<file path="src/rtl/aes_mixcolumns_seq_if.sv">
// Handshake bundle for the column-serial MixColumns engine.
// The slave modport is the engine's view; the master modport is the upstream/downstream view.
interface aes_mixcolumns_seq_if;
  logic         in_valid;
  logic         in_ready;
  logic [127:0] in_data;
  logic         in_bypass;
  logic         out_valid;
  logic         out_ready;
  logic [127:0] out_data;

  modport slave (
    input  in_valid, in_data, in_bypass, out_ready,
    output in_ready, out_valid, out_data
  );

  modport master (
    output in_valid, in_data, in_bypass, out_ready,
    input  in_ready, out_valid, out_data
  );
endinterface

</file>
<file path="src/rtl/aes_mixcolumns_seq.sv">
// Column-serial forward AES MixColumns: one shared column datapath rewrites
// the 128-bit state one column per clock, then holds the result for the consumer.
module aes_mixcolumns_col (
  input  logic [31:0] col_i,
  output logic [31:0] col_o
);
  function automatic logic [7:0] xt(input logic [7:0] b);
    return {b[6:0], 1'b0} ^ (b[7] ? 8'h1b : 8'h00);
  endfunction

  logic [7:0] a0, a1, a2, a3;
  assign {a0, a1, a2, a3} = col_i;

  assign col_o = {xt(a0) ^ xt(a1) ^ a1 ^ a2 ^ a3,
                  a0 ^ xt(a1) ^ xt(a2) ^ a2 ^ a3,
                  a0 ^ a1 ^ xt(a2) ^ xt(a3) ^ a3,
                  xt(a0) ^ a0 ^ a1 ^ a2 ^ xt(a3)};
endmodule

module aes_mixcolumns_seq (
  input  logic                   clk,
  input  logic                   rst_n,
  aes_mixcolumns_seq_if.slave    bus
);
  typedef enum logic [1:0] {IDLE, CALC, DONE} state_e;

  state_e           state_q, state_d;
  logic [3:0][31:0] data_q, data_d;   // index 3 holds column 0 (MSBs)
  logic [1:0]       cnt_q, cnt_d;
  logic             byp_q, byp_d;
  logic [31:0]      col_in, col_out;

  assign col_in = data_q[~cnt_q];

  aes_mixcolumns_col u_col (
    .col_i (col_in),
    .col_o (col_out)
  );

  always_comb begin
    state_d = state_q;
    data_d  = data_q;
    cnt_d   = cnt_q;
    byp_d   = byp_q;
    case (state_q)
      IDLE: begin
        if (bus.in_valid) begin
          data_d  = bus.in_data;
          cnt_d   = 2'd0;
          byp_d   = bus.in_bypass;
          state_d = CALC;
        end
      end
      CALC: begin
        // A bypass block spends one idle CALC edge so its output timing is
        // one edge after acceptance with no column written.
        if (byp_q) begin
          state_d = DONE;
        end else begin
          data_d[~cnt_q] = col_out;
          cnt_d          = cnt_q + 2'd1;
          if (cnt_q == 2'd3) state_d = DONE;
        end
      end
      DONE: begin
        if (bus.out_ready) state_d = IDLE;
      end
      default: state_d = IDLE;
    endcase
  end

  always_ff @(posedge clk or negedge rst_n) begin
    if (!rst_n) begin
      state_q <= IDLE;
      data_q  <= '0;
      cnt_q   <= 2'd0;
      byp_q   <= 1'b0;
    end else begin
      state_q <= state_d;
      data_q  <= data_d;
      cnt_q   <= cnt_d;
      byp_q   <= byp_d;
    end
  end

  assign bus.in_ready  = (state_q == IDLE);
  assign bus.out_valid = (state_q == DONE);
  assign bus.out_data  = data_q;
endmodule

</file>
<file path="src/flat_wrapper.sv">
// flat-port wrapper written by rule: the top's interface ports become plain ports
module aes_mixcolumns_seq_flat 
  (clk, rst_n, bus_in_valid, bus_in_data, bus_in_bypass, bus_out_ready, bus_in_ready, bus_out_valid, bus_out_data);
  aes_mixcolumns_seq_if bus_i ();
  input  logic clk;
  input  logic rst_n;
  input wire logic [$bits(bus_i.in_valid)-1:0] bus_in_valid;
  input wire logic [$bits(bus_i.in_data)-1:0] bus_in_data;
  input wire logic [$bits(bus_i.in_bypass)-1:0] bus_in_bypass;
  input wire logic [$bits(bus_i.out_ready)-1:0] bus_out_ready;
  output wire logic [$bits(bus_i.in_ready)-1:0] bus_in_ready;
  output wire logic [$bits(bus_i.out_valid)-1:0] bus_out_valid;
  output wire logic [$bits(bus_i.out_data)-1:0] bus_out_data;
  assign bus_i.in_valid = bus_in_valid;
  assign bus_i.in_data = bus_in_data;
  assign bus_i.in_bypass = bus_in_bypass;
  assign bus_i.out_ready = bus_out_ready;
  assign bus_in_ready = bus_i.in_ready;
  assign bus_out_valid = bus_i.out_valid;
  assign bus_out_data = bus_i.out_data;
  aes_mixcolumns_seq u_core (.clk(clk), .rst_n(rst_n), .bus(bus_i));
endmodule
</file>
<file path="config.mk">
export PLATFORM = sky130hd
export DESIGN_NAME = aes_mixcolumns_seq_flat
export DESIGN_NICKNAME = d
export VERILOG_FILES = /design/src/rtl/aes_mixcolumns_seq_if.sv /design/src/rtl/aes_mixcolumns_seq.sv /design/src/flat_wrapper.sv
export SDC_FILE = /design/constraint.sdc
export NUM_CORES = 1
export LEC_CHECK = 0
export BUFFER_PORTS_ARGS = -buffer_cell sky130_fd_sc_hd__buf_2
export CORE_ASPECT_RATIO = 0.75
export CORE_MARGIN = 4
export CORE_UTILIZATION = 50
export CTS_CLUSTER_DIAMETER = 150
export DETAILED_ROUTE_END_ITERATION = 10
export PLACE_DENSITY = 0.8
export SKIP_LAST_GASP = 1
export SYNTH_ARGS = -nofsm -noshare
export SYNTH_HDL_FRONTEND = slang
export SYNTH_HIERARCHICAL = 1
export SYNTH_SLANG_ARGS = --single-unit
export TNS_END_PERCENT = 10
</file>
<file path="constraint.sdc">
create_clock -name clk -period 3.3 [get_ports clk]
set_input_delay 0.165 -clock clk [delete_from_list [all_inputs] [get_ports clk]]
set_output_delay 0.165 -clock clk [all_outputs]
set_load 0.02 [all_outputs]
</file>
**Word level (Yosys, flattened, before mapping)**

Index checks and enable logic that the tools add are counted.

- Logic and storage cells: 64
- Output and inout bits: 130
- Bits in registers: 133
- Input bits: 133

- Bitwise operators: 21
- Reductions and logical operators: 6
- Add/subtract/negate cells: 1
- Order comparisons: 2
- Mux-type cells: 20
- Equal/unequal tests: 7

Operators by type and width:

| operator | count |
|---|---|
| 2-to-1 mux 128 bit | 2 |
| one-hot mux 128 bit (2 select lines) | 1 |
| XOR 8 bit | 17 |
| bitwise mux 128 bit | 1 |
| binary-select mux 32 bit (select 2 bit) | 1 |
| demux 32 bit (select 2 bit) | 1 |
| 2-to-1 mux 32 bit | 2 |
| XOR 8 x 5 -> 8 bit | 3 |
| 2-to-1 mux 5 bit | 4 |
| 2-to-1 mux 2 bit | 6 |
| != test 2 bit, second input constant | 3 |
| one-hot mux 2 bit (3 select lines) | 1 |
| AND reduction 3 bit | 2 |
| == test 2 bit, second input constant | 2 |
| one-hot mux 2 bit (2 select lines) | 1 |
| < comparator 2 x 3 -> 1 bit, second input constant | 1 |
| != test 3 x 1 -> 1 bit, second input constant | 1 |
| adder 2 x 1 -> 2 bit, second input constant | 1 |
| == test 2 x 1 -> 1 bit, second input constant | 1 |
| >= comparator 2 x 1 -> 1 bit, second input constant | 1 |
| logical NOT 2 bit | 1 |
| NOT 2 bit | 1 |
| AND reduction 2 bit | 1 |
| nonzero test 2 bit | 1 |
| logical AND 1 bit | 1 |

**Longest topological paths before layout**

Gate-level depths: netlist of the first run.

- Word-level depth: 12
- Gate-level depth with buffers: 9
- Gate-level depth less buffers: 6

**Cells and area by module**

The synthesis of the first run kept the hierarchy.

By module, submodules not included:

| module | sequential area each (µm²) | area each (µm²) | instances | cells an instance |
|---|---|---|---|---|
| aes_mixcolumns_seq | 3328.2 | 8888.5 | 1 | 763 |
| aes_mixcolumns_col | 0.0 | 1326.3 | 1 | 85 |

**Worst setup path after synthesis of the first run**

OpenSTA, ideal clock, no wires.

- Path type: register -> register
- From: register u_core.cnt_q[0]
- To: register u_core.data_q (netlist bit u_core/bus.out_data[65])
- Slack: 0.489 ns
- Cell stages (with the launch flop): 10
- Arrival: 2.686 ns
- Path buffers: 3
- Clock period less this slack: 2.811 ns
- Library setup time: 0.125 ns
- Data required time: 3.175 ns
- Path through: dfrtp_1 > buf_2 > buf_4 > mux4_2 > buf_4 > xor3_2 > xnor3_1 > nand2_1 > mux2i_1 > mux2_4

- Elaborated cells on any way between the ends: 19
- Those cells by class: order compare: 2; mux: 9; bitwise: 7; reduce/logical: 1

RTL lines:

| item | line | text |
|---|---|---|
| from (decl) | aes_mixcolumns_seq.sv:29 | `logic [1:0] cnt_q, cnt_d;` |
| from (signal assigned) | aes_mixcolumns_seq.sv:81 | `cnt_q <= cnt_d;` |
| NOT 2 bit | aes_mixcolumns_seq.sv:33 | `assign col_in = data_q[~cnt_q];` |
| binary-select mux 32 bit (select 2 bit) | aes_mixcolumns_seq.sv:33 |  |
| 2-to-1 mux 32 bit (implied by the code) | aes_mixcolumns_seq.sv:33 |  |
| net u_core.col_in[7] | aes_mixcolumns_seq.sv:31 | `logic [31:0] col_in, col_out;` |
| 2-to-1 mux 5 bit | aes_mixcolumns_seq.sv:8 | `return {b[6:0], 1'b0} ^ (b[7] ? 8'h1b : 8'h00);` |
| XOR 8 x 5 -> 8 bit | aes_mixcolumns_seq.sv:8 |  |
| XOR 8 bit | aes_mixcolumns_seq.sv:17 | `xt(a0) ^ a0 ^ a1 ^ a2 ^ xt(a3)};` |
| net u_core.col_out[1] | aes_mixcolumns_seq.sv:31 |  |
| bitwise mux 128 bit | aes_mixcolumns_seq.sv:60 | `data_d[~cnt_q] = col_out;` |
| 2-to-1 mux 128 bit | aes_mixcolumns_seq.sv:57 | `if (byp_q) begin` |
| one-hot mux 128 bit (2 select lines) | aes_mixcolumns_seq.sv:45 | `case (state_q)` |
| to (signal assigned) | aes_mixcolumns_seq.sv:80 | `data_q <= data_d;` |
| to (decl) | aes_mixcolumns_seq.sv:28 | `logic [3:0][31:0] data_q, data_d;` |

The timed path passes the listed nets, and every way through them passes these cells. The select of a mux whose other input is x is not followed.
A chain may end at the register's enable or synchronous reset.

**Final worst setup path of the first run**

- From: register u_core.cnt_q[0]
- To: register u_core.data_q (netlist bit u_core/bus.out_data[99])

The elaborated chain is that of the path after synthesis.

==> results.sh, run 1 <==
export IMPL_status="complete, no violations"
export IMPL_antenna_found_initial=2
export IMPL_drc=0
export IMPL_clk_pin_slew_ns=0.07
export IMPL_port_buffers=262
export IMPL_syn_cell_area_um2=10200
export IMPL_r2r_end="u_core/bus.out_data[99]"
export IMPL_finalWeightedCongestion=0.881
export IMPL_num_io_pins=263
export IMPL_maxSlewViolCount=0
export IMPL_syn_to_final_growth_pct=18.7
export IMPL_fmax_ghz=0.339
export IMPL_synth_async_reset_ratio=1.00
export IMPL_grt_overflow=0
export IMPL_slew_headroom=0.501
export IMPL_die_area_um2=22800
export IMPL_cts_tree="built"
export IMPL_ant_nets=0
export IMPL_design_area_um2=12100
export IMPL_start_kind="flip-flop"
export IMPL_post_drt_wl_per_cell_um=22.9
export IMPL_start_util=0.518
export IMPL_syn_avg_cell_area_um2=12.0
export IMPL_yosysSeqAreaShare=0.326
export IMPL_gr_usage_all_layers=0.271
export IMPL_yosysMostFrequentCell="dfrtp_1"
export IMPL_synth_area_leaders="dfrtp_1 33%, mux2_4 13%, mux2i_1 13%"
export IMPL_finClkSkew_ns=0.0117
export IMPL_drive_gt1_frac=0.446
export IMPL_crit_fanout=14
export IMPL_setup_viol=0
export IMPL_synthesis_nets=985
export IMPL_critPathLaunch="u_core/cnt_q[0]"
export IMPL_num_antenna_cells=0
export IMPL_layout_cells_non_filler=1356
export IMPL_drt_total_wl_mm=31.1
export IMPL_rsz0062_at_grt="false"
export IMPL_r2r_setup_slack_ns=0.35
export IMPL_coreArea_um2=19700
export IMPL_grt_pass1_vias=8097
export IMPL_synth_cell_types=39
export IMPL_hp_start="bus_in_data[62]"
export IMPL_vias=7530
export IMPL_std_cell_rows=44
export IMPL_hold_viol_final=0
export IMPL_max_cap_viol_count=0
export IMPL_postPlaceCellArea_um2=11500
export IMPL_grt_start_max_net_pins=78
export IMPL_clockRootBuffer="clkbuf_16"
export IMPL_clock_sinks=133
export IMPL_critical_path_class="flip-flop to flip-flop"
export IMPL_worstPathRequired_ns=3.61
export IMPL_rr_startpoint="u_core/cnt_q[0]"
export IMPL_critical_path_arrival_ns=3.26
export IMPL_cts_htree_levels=4
export IMPL_die_height_um=132
export IMPL_synth_seq_cells=133
export IMPL_crit_path_end_kind="flip-flop"
export IMPL_dp_hpwl_mm=22.3
export IMPL_numCtsBuffers=17
export IMPL_synth_top_area_share=0.326
export IMPL_yosys_warnings=6
export IMPL_cts_path_max_buffers=2
export IMPL_hp_class="input port to flip-flop"
export IMPL_synth_edff_count=0
export IMPL_n_fill_cell=1632
export IMPL_reg2regPathDepth=7
export IMPL_dieWidth_um=173
export IMPL_tightestPinTransition_ns=0.749
export IMPL_yosysTopAreaCell="dfrtp_1"
export IMPL_ys_top_cells_by_count="133 x dfrtp_1, 131 x inv_1, 128 x mux2i_1, 128 x nand2_1, 86 x mux2_4"
export IMPL_num_nets_final=1227
export IMPL_period_needed_ns=2.95
export IMPL_critPathCapture="u_core/bus.out_data[99]"
export IMPL_dr_pass1_iters=5
export IMPL_drt_iter0_drc=627
export IMPL_via_per_inst=5.55
export IMPL_grt_pass1_wl_mm=47.7
export IMPL_final_period_utilization=0.893
export IMPL_clock_latency_ns=0.43
export IMPL_dp_cells=1321
export IMPL_tns_ns=0
export IMPL_syn_inst=848
export IMPL_synthFlopType="dfrtp_1"
==> metrics by stage <==
stage | util | hold WS [ns] | setup slack (ns)
floorplan | - | -0.131 | 0.489
global placement | 0.584 | 0.260 | 0.425
detailed placement | 0.584 | 0.261 | 0.376
CTS | 0.615 | 0.105 | 0.357
global route | 0.615 | 0.114 | 0.171
finish | 0.615 | 0.114 | 0.353
==> metal layers <==
layer | routed length (um) | GRT usage | vias up
li1 | - | - | 3310
met1 | 13500 | 0.372 | 3777
met2 | 14100 | 0.423 | 395
met3 | 2970 | 0.0817 | 44
met4 | 524 | 0.0713 | 4
met5 | 21 | 0 | -
==> area by class of cell <==
| cell class | instances | area (um2) | share of cell area |
|---|---|---|---|
| Inverter | 131 | 492 | 0.0406 |
| Tap cell | 253 | 317 | 0.0261 |
| Clock inverter | 12 | 130 | 0.0107 |
| Multi-Input combinational cell | 522 | 5850 | 0.482 |
| Timing Repair Buffer | 285 | 1560 | 0.129 |
| Sequential cell | 133 | 3330 | 0.275 |
| Clock buffer | 20 | 447 | 0.0368 |
==> cell usage in the layout, fill, tap and decap left out, types with 32 or more instances in the layout <==
| cell type | instances |
|---|---|
| dfrtp_1 | 131 |
| mux2_4 | 86 |
| mux4_2 | 32 |
| mux2i_1 | 128 |
| inv_1 | 131 |
| xnor3_1 | 33 |
| nand2_1 | 128 |
| buf_2 | 261 |
| mux2_2 | 38 |
==> worst max-delay path, cell delays in order, from the launching register on <==
cell	delay, ns
dfrtp_2	0.38
buf_4	0.30
mux4_2	0.70
xor3_2	0.48
xnor3_1	0.46
nand2_1	0.13
mux2i_1	0.10
mux2_4	0.28
==> registers in the layout, summed over array words and instances (netlist names) <==
| signal | count |
|---|---|
| u_core/state_q | 2 |
| u_core/bus.out_data | 128 |
| u_core/cnt_q | 2 |
| u_core/byp_q | 1 |
==> cells by family (layout without fill, tap and decap cells) <==
logic type / after synthesis / in the layout / synth area share
AND/OR/NAND/NOR: 140 / 140 / 0.0586
multiplexers: 289 / 289 / 0.370
buffers and inverters: 193 / 448 / 0.103
flip-flops: 133 / 133 / 0.326
AO/OA/AOI/OAI: 12 / 12 / 0.0119
adder cells (fa/ha/maj): 4 / 4 / 0.00490
XOR/XNOR: 77 / 77 / 0.126
==> how the worst min path moves through the flow <==
| stage | end | slack, ns | depth (start not counted) |
|---|---|---|---|
| 6_report | u_core/bus.out_data[62] | 0.11 | 4 |
| 5_1_grt | u_core/bus.out_data[62] | 0.11 | 4 |
| 4_1_cts | u_core/bus.out_data[62] | 0.10 | 4 |
| 3_5_place_dp | u_core/state_q[1] | 0.26 | 1 |
| 3_3_place_gp | u_core/bus.out_data[125] | 0.26 | 1 |
| 2_1_floorplan | u_core/bus.out_data[0] | -0.13 | 0 |
==> timing repair <==
action,CTS,global route
hold buffers,3,0
resized for setup,0,0
setup buffers,0,0
hold endpoints to repair,78,0
Power of run 1 is left out: the tool's default activity adds up to more than one toggle a clock period on the data nets, which glitch-free logic cannot reach.
==> run 2: changes to the inputs <==
--- a/config.mk
+++ b/config.mk
@@ -8,5 +8,5 @@
 export BUFFER_PORTS_ARGS = -buffer_cell sky130_fd_sc_hd__buf_2
 export CORE_ASPECT_RATIO = 0.75
-export CORE_MARGIN = 4
+export CORE_MARGIN = 2
 export CORE_UTILIZATION = 50
 export CTS_CLUSTER_DIAMETER = 150
==> constraint.sdc (replaced) <==
create_clock -name clk -period 3.3 [get_ports clk]
set_input_delay 0.66 -clock clk [delete_from_list [all_inputs] [get_ports clk]]
set_output_delay 0.66 -clock clk [all_outputs]
set_load 0.02 [all_outputs]
==> run 2 against run 1 <==
  * Die area is 5.3% lower
  * Wire length down 3.9%
  * Final cell count about the same
  * Clock skew is essentially flat
  * Critical path type unchanged
  * Highest routed layer unchanged
==> results.sh, run 2 (synthesis gave the netlist of run 1 again) <==
export IMPL_num_io_pins=263
export IMPL_gr_usage_all_layers=0.280
export IMPL_worstPathRequired_ns=3.61
export IMPL_final_core_utilization=0.603
export IMPL_critical_path_class="flip-flop to flip-flop"
export IMPL_design_area_um2=12200
export IMPL_rsz0062_at_grt="false"
export IMPL_drt_iter0_drc=798
export IMPL_layout_cells_non_filler=1357
export IMPL_status="complete, no violations"
export IMPL_crit_fanout=23
export IMPL_critical_path_arrival_ns=3.21
export IMPL_grt_pass1_vias=7681
export IMPL_largest_register_ff_count=128
export IMPL_num_antenna_cells=0
export IMPL_drive_gt1_frac=0.447
export IMPL_num_nets_final=1224
export IMPL_grt_start_max_net_pins=74
export IMPL_dp_cells=1326
export IMPL_finalWeightedCongestion=0.880
export IMPL_dieWidth_um=169
export IMPL_maxSlewViolCount=0
export IMPL_clockRootBuffer="clkbuf_16"
export IMPL_die_height_um=128
export IMPL_final_cell_mix="261 x buf_2, 131 x inv_1, 131 x dfrtp_1"
export IMPL_tns_ns=0
export IMPL_fmax_ghz=0.344
export IMPL_syn_to_final_growth_pct=19.0
export IMPL_finClkSkew_ns=0.0114
export IMPL_via_per_inst=5.54
export IMPL_grt_pass1_wl_mm=45.2
export IMPL_max_cap_viol_count=0
export IMPL_std_cell_rows=45
export IMPL_cts_repair_timing_setup_buffer_count=0
export IMPL_clock_latency_ns=0.43
export IMPL_hp_class="input port to async pin"
export IMPL_port_buffers=262
export IMPL_slew_headroom=0.537
export IMPL_drc=0
export IMPL_cts_path_max_buffers=2
export IMPL_final_period_utilization=0.880
export IMPL_cts_htree_levels=4
export IMPL_antenna_found_initial=1
export IMPL_coreArea_um2=20200
export IMPL_die_area_um2=21600
export IMPL_final_common_cell="buf_2"
export IMPL_postPlaceCellArea_um2=11500
export IMPL_hold_viol_final=0
export IMPL_tightestPinTransition_ns=0.694
export IMPL_start_util=0.507
export IMPL_crit_path_end_kind="flip-flop"
export IMPL_numCtsBuffers=17
export IMPL_drt_total_wl_mm=29.9
export IMPL_period_needed_ns=2.90
export IMPL_post_drt_wl_per_cell_um=22.0
export IMPL_grt_overflow=0
export IMPL_dr_pass1_iters=5
export IMPL_cts_tree="built"
export IMPL_dp_hpwl_mm=21.3
export IMPL_ctsHoldBuffers=0
export IMPL_cts_resized=0
export IMPL_n_fill_cell=1658
export IMPL_ant_nets=0
export IMPL_setup_viol=0
export IMPL_clock_sinks=133
export IMPL_clk_pin_slew_ns=0.06
export IMPL_vias=7519
export IMPL_start_kind="flip-flop"
-- run 2: worst paths after layout --
path                                          from                       to  slack [ns]  cells after the start
max                                u_core/cnt_q[0]  u_core/bus.out_data[49]        0.40                      7
min                                          rst_n  u_core/bus.out_data[96]        0.17                      1
max reg2reg                        u_core/cnt_q[0]  u_core/bus.out_data[49]        0.40                      7
min reg2reg                u_core/bus.out_data[62]  u_core/bus.out_data[62]        0.53                      1
max in group asynchronous                    rst_n  u_core/bus.out_data[17]        2.35                      2
min in group clk                     bus_out_ready        u_core/state_q[1]        0.44                      2
-- run 2: worst max-delay path: stages (launching register included) --
cell and delay (ns):
dfrtp_2 0.41, buf_12 0.22, mux4_2 0.59, xnor2_1 0.48, xnor3_1 0.58, nand2_1 0.12, mux2i_1 0.08, mux2_4 0.28
-- run 2: per-stage QoR --
stage / hold WS (ns) / worst slack [ns]
floorplan: 0.364 / 0.489
global placement: 0.502 / 0.493
detailed placement: 0.501 / 0.439
CTS: 0.176 / 0.411
global route: 0.190 / 0.293
finish: 0.170 / 0.397
-- run 2: layer usage --
layer,wire (um),track usage,part of all wire
met1,12800,0.389,0.43
met2,13600,0.435,0.45
met3,2980,0.0747,0.10
met4,498,0.0789,0.017
met5,13,0,0.00043
-- run 2: layout make-up --
cell class                 count  area [um2]  area share
multi-input combinational    522        5850       0.481
tap                          258         323      0.0266
inverter                     131         492      0.0405
timing repair buffer         282        1540       0.127
clock inverter                10         146      0.0120
clock buffer                  21         470      0.0387
sequential                   133        3330       0.274
Power of run 2 is left out for the same reason.
==> run 3: changes to the inputs <==
- CORE_MARGIN: 2 -> not set
==> run 3 against run 2 <==
  * First-iteration DRC count fell by 27%
  * Clock-buffer cell count fell by 2
  * Critical path depth did not move
  * Via count barely moved
  * Global-route usage rose by 1.3 points
  * Worst hold slack improved by 0.088 ns
  * Flip-flop and latch count did not move
  * Wire length fell by 0.61%
  * Die area fell by 2.7%
  * Core utilization rose by 1.7 points
  * Highest routed layer unchanged
  * Non-clock buffer count fell by 3
  * Sequential share of layout area barely moved
==> results.sh, run 3 (synthesis gave the netlist of run 1 again) <==
export IMPL_post_drt_wl_per_cell_um=22.0
export IMPL_start_kind="flip-flop"
export IMPL_gr_usage_all_layers=0.293
export IMPL_crit_chain="buf_12, mux4_2, xnor2_1, xnor3_1, nand2_1, mux2i_1, mux2_4"
export IMPL_drc=0
export IMPL_critical_path_arrival_ns=3.28
export IMPL_hp_class="input port to async pin"
export IMPL_ant_nets=0
export IMPL_cpPeakStageDelay_ns=0.64
export IMPL_grt_pass1_vias=7790
export IMPL_postPlaceCellArea_um2=11500
export IMPL_dp_hpwl_mm=21.4
export IMPL_period_needed_ns=2.98
export IMPL_hold_viol_final=0
export IMPL_cts_path_max_buffers=2
export IMPL_vias=7520
export IMPL_status="complete, no violations"
export IMPL_worstPathRequired_ns=3.60
export IMPL_dp_cells=1318
export IMPL_crit_path_end_kind="flip-flop"
export IMPL_n_fill_cell=1544
export IMPL_max_cap_viol_count=0
export IMPL_fmax_ghz=0.336
export IMPL_grt_start_max_net_pins=76
export IMPL_design_area_um2=12200
export IMPL_crit_fanout=30
export IMPL_final_core_utilization=0.619
export IMPL_clk_pin_slew_ns=0.06
export IMPL_dr_pass1_iters=5
export IMPL_antenna_found_initial=2
export IMPL_maxSlewViolCount=0
export IMPL_finClkSkew_ns=0.0102
export IMPL_cts_htree_levels=4
export IMPL_critical_path_class="flip-flop to flip-flop"
export IMPL_slew_headroom=0.517
export IMPL_setup_viol=0
export IMPL_final_common_cell="buf_2"
export IMPL_via_per_inst=5.57
export IMPL_coreArea_um2=19700
export IMPL_finalWeightedCongestion=0.845
export IMPL_rsz0062_at_grt="false"
export IMPL_syn_to_final_growth_pct=19.2
export IMPL_num_io_pins=263
export IMPL_numCtsBuffers=17
export IMPL_drive_gt1_frac=0.447
export IMPL_grt_overflow=0
export IMPL_layout_cells_non_filler=1351
export IMPL_dieWidth_um=167
export IMPL_std_cell_rows=44
export IMPL_crit_family="XOR/XNOR gates"
export IMPL_clock_sinks=133
export IMPL_cts_resized=0
export IMPL_clockRootBuffer="clkbuf_16"
export IMPL_path_buf_inv=1
export IMPL_num_nets_final=1221
export IMPL_cts_repair_timing_setup_buffer_count=0
export IMPL_largest_register_ff_count=128
export IMPL_drt_total_wl_mm=29.7
export IMPL_tightestPinTransition_ns=0.724
export IMPL_grt_pass1_wl_mm=46.0
export IMPL_die_area_um2=21000
export IMPL_cts_tree="built"
export IMPL_port_buffers=262
export IMPL_slowest_stage="mux4_2"
export IMPL_clock_latency_ns=0.42
export IMPL_die_height_um=126
export IMPL_drt_iter0_drc=582
export IMPL_final_period_utilization=0.902
export IMPL_start_util=0.520
export IMPL_final_cell_mix="261 x buf_2, 131 x inv_1, 131 x dfrtp_1"
export IMPL_ctsHoldBuffers=0
export IMPL_tns_ns=0
## run 3: cell types whose count changed in the layout (fill, tap and decap cells not counted), sizes merged
cell,previous run,this run
inv,133,137
buf,282,279
clkbuf,21,19
clkinv,4,2
bufinv,3,4
diode,0,1
## run 3: per-layer routing
layer | global-route usage | wire length (um)
met1 | 0.413 | 13100
met2 | 0.443 | 13300
met3 | 0.0757 | 2780
met4 | 0.0910 | 498
met5 | 0 | 10
## run 3: worst paths after layout
path	startpoint	to	slack, ns	cells after the start
max	u_core/cnt_q[0]	u_core/bus.out_data[49]	0.32	7
min	rst_n	u_core/state_q[0]	0.26	1
max reg2reg	u_core/cnt_q[0]	u_core/bus.out_data[49]	0.32	7
min reg2reg	u_core/bus.out_data[58]	u_core/bus.out_data[58]	0.53	1
max in group asynchronous	rst_n	u_core/bus.out_data[47]	2.26	2
min in group clk	bus_out_ready	u_core/state_q[1]	0.43	2
## run 3: final cells by class
type	instances	area [um2]	area share
multi-input cells	522	5850	0.481
clock buffers	19	443	0.0364
clock inverters	13	194	0.0159
repair buffers	279	1550	0.127
well taps	253	317	0.0260
diodes	1	2.50	0.000206
inverters	131	492	0.0404
flip-flops and latches	133	3330	0.274
## run 3: stage by stage
stage | hold slack (ns) | worst slack (ns)
floorplan | 0.364 | 0.489
global placement | 0.503 | 0.465
detailed placement | 0.515 | 0.389
CTS | 0.292 | 0.349
global route | 0.313 | 0.217
finish | 0.257 | 0.324
Power of run 3 is left out for the same reason.
